File: src/rtl/seq_add_pkg.sv
// seq_add_pkg: types and default widths shared by the sequential wide adder.
//   state_e     : controller FSM encoding (IDLE, RUN, DONE)
//   OP_W_DEF    : default operand/result width
//   SLICE_W_DEF : default width of the time-shared adder slice
package seq_add_pkg;

    localparam int unsigned OP_W_DEF    = 64;
    localparam int unsigned SLICE_W_DEF = 16;

    typedef enum logic [1:0] {
        IDLE = 2'd0,
        RUN  = 2'd1,
        DONE = 2'd2
    } state_e;

endpackage

File: src/rtl/adder_slice.sv
// adder_slice: purely combinational W-bit ripple-carry adder.
//   a, b : W-bit addends
//   ci   : carry in
//   s    : W-bit sum
//   co   : carry out of the MSB
module adder_slice #(
    parameter int unsigned W = 16
) (
    input  logic [W-1:0] a,
    input  logic [W-1:0] b,
    input  logic         ci,
    output logic [W-1:0] s,
    output logic         co
);

    always_comb begin : ripple
        logic c;
        s = '0;
        c = ci;
        for (int unsigned i = 0; i < W; i++) begin
            s[i] = a[i] ^ b[i] ^ c;
            c    = (a[i] & b[i]) | (c & (a[i] ^ b[i]));
        end
        co = c;
    end

endmodule

File: src/rtl/seq_wide_adder_ctrl.sv
// seq_wide_adder_ctrl: performs one OP_W-bit add over NSLICE = OP_W/SLICE_W
// cycles by time-sharing a single SLICE_W-bit ripple adder, LSB slice first,
// with the inter-slice carry held in a register.
//   clk, rst          : clock, synchronous active-high reset
//   in_valid/in_ready : operand handshake (accepted only in IDLE)
//   a, b, cin         : operands, sampled only at acceptance
//   out_valid/out_ready : result handshake (held in DONE until taken)
//   sum, cout         : result and carry out of the MSB slice
//   busy              : high in RUN or DONE
// Optional feature macro SEQ_ADD_SUB_EN adds input op_sub: when set at
// acceptance the operation is a - b (cin ignored, cout=1 means no borrow).
// OP_W must be an integer multiple of SLICE_W.
module seq_wide_adder_ctrl
    import seq_add_pkg::*;
#(
    parameter int unsigned OP_W    = OP_W_DEF,
    parameter int unsigned SLICE_W = SLICE_W_DEF
) (
    input  logic            clk,
    input  logic            rst,
    input  logic            in_valid,
    output logic            in_ready,
    input  logic [OP_W-1:0] a,
    input  logic [OP_W-1:0] b,
    input  logic            cin,
`ifdef SEQ_ADD_SUB_EN
    input  logic            op_sub,
`endif
    output logic            out_valid,
    input  logic            out_ready,
    output logic [OP_W-1:0] sum,
    output logic            cout,
    output logic            busy
);

    localparam int unsigned NSLICE = OP_W / SLICE_W;
    // Keep the counter at least one bit wide when there is a single slice.
    localparam int unsigned CNT_W  = (NSLICE > 1) ? $clog2(NSLICE) : 1;

    state_e             state_q, state_d;
    logic [CNT_W-1:0]   slice_idx_q, slice_idx_d;
    logic               carry_q, carry_d;
    logic [OP_W-1:0]    a_q, a_d;
    logic [OP_W-1:0]    b_q, b_d;
    logic [OP_W-1:0]    sum_q, sum_d;
    logic               cout_q, cout_d;
`ifdef SEQ_ADD_SUB_EN
    logic               sub_q, sub_d;
`endif

    logic [SLICE_W-1:0] slice_a, slice_b, slice_s;
    logic               slice_co;

    // Operand slice selection; subtraction feeds the inverted B slice and
    // relies on the initial carry of 1 to form the two's complement.
    always_comb begin
        slice_a = a_q[slice_idx_q * SLICE_W +: SLICE_W];
        slice_b = b_q[slice_idx_q * SLICE_W +: SLICE_W];
`ifdef SEQ_ADD_SUB_EN
        if (sub_q) begin
            slice_b = ~slice_b;
        end
`endif
    end

    adder_slice #(
        .W (SLICE_W)
    ) u_slice (
        .a  (slice_a),
        .b  (slice_b),
        .ci (carry_q),
        .s  (slice_s),
        .co (slice_co)
    );

    always_comb begin
        state_d     = state_q;
        slice_idx_d = slice_idx_q;
        carry_d     = carry_q;
        a_d         = a_q;
        b_d         = b_q;
        sum_d       = sum_q;
        cout_d      = cout_q;
`ifdef SEQ_ADD_SUB_EN
        sub_d       = sub_q;
`endif
        case (state_q)
            IDLE: begin
                if (in_valid) begin
                    a_d         = a;
                    b_d         = b;
                    slice_idx_d = '0;
`ifdef SEQ_ADD_SUB_EN
                    sub_d       = op_sub;
                    carry_d     = op_sub ? 1'b1 : cin;
`else
                    carry_d     = cin;
`endif
                    state_d     = RUN;
                end
            end
            RUN: begin
                sum_d[slice_idx_q * SLICE_W +: SLICE_W] = slice_s;
                carry_d = slice_co;
                if (slice_idx_q == CNT_W'(NSLICE - 1)) begin
                    cout_d      = slice_co;
                    slice_idx_d = '0;
                    state_d     = DONE;
                end else begin
                    slice_idx_d = slice_idx_q + CNT_W'(1);
                end
            end
            DONE: begin
                if (out_ready) begin
                    state_d = IDLE;
                end
            end
            default: begin
                state_d = IDLE;
            end
        endcase
    end

    always_ff @(posedge clk) begin
        if (rst) begin
            state_q     <= IDLE;
            slice_idx_q <= '0;
            carry_q     <= 1'b0;
            a_q         <= '0;
            b_q         <= '0;
            sum_q       <= '0;
            cout_q      <= 1'b0;
`ifdef SEQ_ADD_SUB_EN
            sub_q       <= 1'b0;
`endif
        end else begin
            state_q     <= state_d;
            slice_idx_q <= slice_idx_d;
            carry_q     <= carry_d;
            a_q         <= a_d;
            b_q         <= b_d;
            sum_q       <= sum_d;
            cout_q      <= cout_d;
`ifdef SEQ_ADD_SUB_EN
            sub_q       <= sub_d;
`endif
        end
    end

    assign in_ready  = (state_q == IDLE);
    assign out_valid = (state_q == DONE);
    assign busy      = (state_q == RUN) || (state_q == DONE);
    assign sum       = sum_q;
    assign cout      = cout_q;

endmodule

File: config.mk
export PLATFORM = sky130hd
export DESIGN_NAME = seq_wide_adder_ctrl
export DESIGN_NICKNAME = d
export VERILOG_FILES = /design/src/rtl/seq_add_pkg.sv /design/src/rtl/adder_slice.sv /design/src/rtl/seq_wide_adder_ctrl.sv
export SDC_FILE = /design/constraint.sdc
export NUM_CORES = 1
export LEC_CHECK = 0
export ABC_AREA = 1
export ABC_CLOCK_PERIOD_IN_PS = 17950
export BUFFER_PORTS_ARGS = -buffer_cell sky130_fd_sc_hd__buf_2
export CAP_MARGIN = 20
export CORE_MARGIN = 2
export CORE_UTILIZATION = 58
export DETAILED_ROUTE_END_ITERATION = 16
export PLACE_DENSITY = 0.85
export RECOVER_POWER = 50
export SKIP_CTS_REPAIR_TIMING = 1
export SLEW_MARGIN = 30
export SYNTH_ARGS = -nofsm -noshare
export SYNTH_HDL_FRONTEND = slang
export SYNTH_SLANG_ARGS = --single-unit
File: constraint.sdc
create_clock -name clk -period 17.95 [get_ports clk]
set_input_delay 0.8975 -clock clk [delete_from_list [all_inputs] [get_ports clk]]
set_output_delay 0.8975 -clock clk [all_outputs]
set_load 0.02 [all_outputs]
==> flow_summary.ini <==
[floorplanning]
dieArea_sq_mm = 0.0158
core_area_sq_mm = 0.0145
io_pins = 201
die_x_microns = 126
rows = 44
start_util_pct = 59.3
fp.dieH_microns = 126

[clock_network]
cts_made_buffers = 17
cts_tree = done
htree_levels = 4
cts.sinks = 198
insertion_delay_ns = 0.44
clockBufferDepth = 2
cts_root_buf = clkbuf_16
clk_pin_slew_worst_paths_ns = 0.07

[routing]
drt_iter0_markers = 831
num_vias = 8131
first_pass_iters = 5
routedWlPerCell_microns = 15.5
route.detailed.drc = 0
ant_nets = 0
post_drt_via_cell_ratio = 5.44
drt-total-wl_microns = 23200

[synth]
synth_top_family_by_area = simple AND/OR/NAND/NOR gates
synth_compound_area_share_pct = 18.8
yosys.area_share.simple_pct = 23.2
synth.distinct_cells = 24
ys_warn_count = 0
netlist_instances = 1156
synth_area_sq_mm = 0.00858
synth_area_leaders = dfxtp_1 (46%), nor2_1 (13%), o21ai_0 (12%)
netlist.area_leader.share_pct = 46.2
synth_xor_area_share_pct = 0
ys_seq_elements = 198
synth_fa_ha_area_share_pct = 5.04
syn_area_per_cell_sq_um = 7.42
synthMuxAreaShare_pct = 0
ys_seq_area_share_pct = 46.2
synth_nets = 1314
yosysTopAreaCell = dfxtp_1

[worst_setup_path]
slowest_stage = clkbuf_1
cp.required_ns = 18.24
critical-path-top-delay-family = adder cells
path_max_fanout = 96
crit_path_end = sum[63]$_SDFFE_PP0P_
crit_buf_inv = 4
r2r.worst_path.cells = 27
critical_path.max_stage_delay_ns = 2.52
start_kind = flip-flop
endpoint_kind = flip-flop
crit_top_cell = fa_1
crit_start = slice_idx_q[0]$_SDFFE_PP0P_
r2r-start = slice_idx_q[0]$_SDFFE_PP0P_
reg2reg_setup_slack_ns = 8.04
cp.arrival_ns = 10.21
crit_type = reg2reg
reg2reg_to = sum[63]$_SDFFE_PP0P_
cp_num_cells = 27

[outcome]
violations = capacitance limit, slew limit
status = finished with violations

[timing]
grt_setup_unrepaired = no
period_needed_ns = 9.91
worstMarginPinSlew_ns = 4.42
relSlewSlack_pct = -195
finalSetupTns_ns = 0
finalSetupViolations = 0
max_freq_mhz = 101
fin_crit_sh_pct = 55.2
fin_worst_skew_ns = 0.0101
final-hold-violation-count = 0
slew_violations = 278

[global_routing]
grt_usage_pct = 28.9
grt_pass1_wl_microns = 36100
grt_pass1_vias = 7353
antenna_found_initial = 0
grt_overflow = 0
grt_start_max_net_pins = 133

[final_layout]
regArea_sq_mm = 0.00397
multiInputGateArea_sq_mm = 0.00403
nFillCells = 1310
area_delta_synth_final_pct = 15.6
post-route-cell-area_sq_mm = 0.00992
antenna_cells = 0
instances_no_fill = 1496
layout-drive-gt1-share_pct = 13.9
finalNetCount = 1457

[place]
place.port_buffers = 200
dp.cells = 1464
place_area_sq_mm = 0.00944
gp_congestion = 0.923
hpwlAfterDp_microns = 16300

[hold_path]
holdCritStartpoint = a_q[13]$_SDFFE_PP0P_
hp-class = reg2reg

[power]
p_leak_uw = 0.00396
powerDensity_mw_per_mm2 = 159
peakVddDrop_uv = 94.0

[job]
maxCapViolations = 3
cell families after synthesis:
logic type | Yosys count
simple gates | 488
compound gates | 320
flops | 198
buf+inv | 125
fa+ha+maj | 25
power breakdown:
| group | total, uW | internal [uW] | switching (uW) |
|---|---|---|---|
| logic | 619 | 207 | 412 |
| clock network | 374 | 208 | 166 |
| registers | 581 | 533 | 47.7 |
| total | 1570 | 948 | 625 |
metal layers:
metal / track usage, % / share of wire, % / wire length, microns
met5: 0 / 0 / 0
met4: 12.4 / 3.6 / 829
met3: 5.06 / 6.9 / 1610
met2: 49.3 / 49 / 11300
met1: 36.1 / 41 / 9440
worst min-delay path by stage:
| stage | depth (start not counted) | end | slack (ns) |
|---|---|---|---|
| 6_report | 2 | a_q[13]$_SDFFE_PP0P_ | 0.45 |
| 5_1_grt | 2 | b_q[6]$_SDFFE_PP0P_ | 0.47 |
| 4_1_cts | 2 | a_q[10]$_SDFFE_PP0P_ | 0.45 |
| 3_5_place_dp | 2 | b_q[13]$_SDFFE_PP0P_ | 0.44 |
| 3_3_place_gp | 2 | a_q[13]$_SDFFE_PP0P_ | 0.43 |
| 2_1_floorplan | 2 | a_q[0]$_SDFFE_PP0P_ | 0.42 |
worst min-delay path: stages, from the launching register on:
cell     delay, ns
dfxtp_1       0.30
inv_1         0.05
a21oi_1       0.05
flip-flops by register name (all words and copies together) (netlist names):
name and flops:
a_q 64, carry_q 1, b_q 64, sum 64
slice_idx_q 2, state_q 2, cout 1
area by class of cell:
cell class              count  area share [%]
clock buffers              19            4.46
clock inverters            13            1.32
inverters                  41            1.55
multi-input cells         833            40.6
flip-flops and latches    198            40.0
well taps                 184            2.32
repair buffers            208            9.80
per-stage QoR:
step	total power [uW]	hold slack (ns)	utilization (%)	setup slack (ns)
after CTS	1550	0.451	69.2	10.21
after floorplan	1030	0.424	-	10.96
after detailed placement	1180	0.439	65.2	10.27
after global placement	1160	0.435	65.2	10.48
after global routing	1670	0.473	68.5	7.39
final	1570	0.450	68.5	8.04
layout by cell type (no fill, tap or decap), types with 4 or more instances in the layout:
master,count
buf_4,5
inv_1,35
o21ai_0,198
clkbuf_16,17
ha_1,9
nand3b_1,15
nand3_1,20
fa_1,16
buf_2,132
nor2_1,297
dfxtp_1,197
nor3_1,12
o22ai_1,8
nand2_1,135
inv_2,4
clkinv_2,6
clkbuf_1,71
a21oi_1,114
synth_stat cells:
library cell    n
nand3_1        20
ha_1            9
nand2_2         1
clkbuf_2        1
fa_1           16
o22ai_1         8
dfxtp_1       198
nor2_1        297
o21ai_0       198
nand2_4         4
nor3_1         12
clkbuf_1       48
inv_2           4
nand2_1       134
buf_1           3
nand3b_1       15
buf_2          12
nor2_2          2
nor2_4          3
clkinv_1        1
buf_6           7
a21oi_1       114
inv_1          36
buf_4          13
No activity file was read; power rests on OpenSTA's default activity.
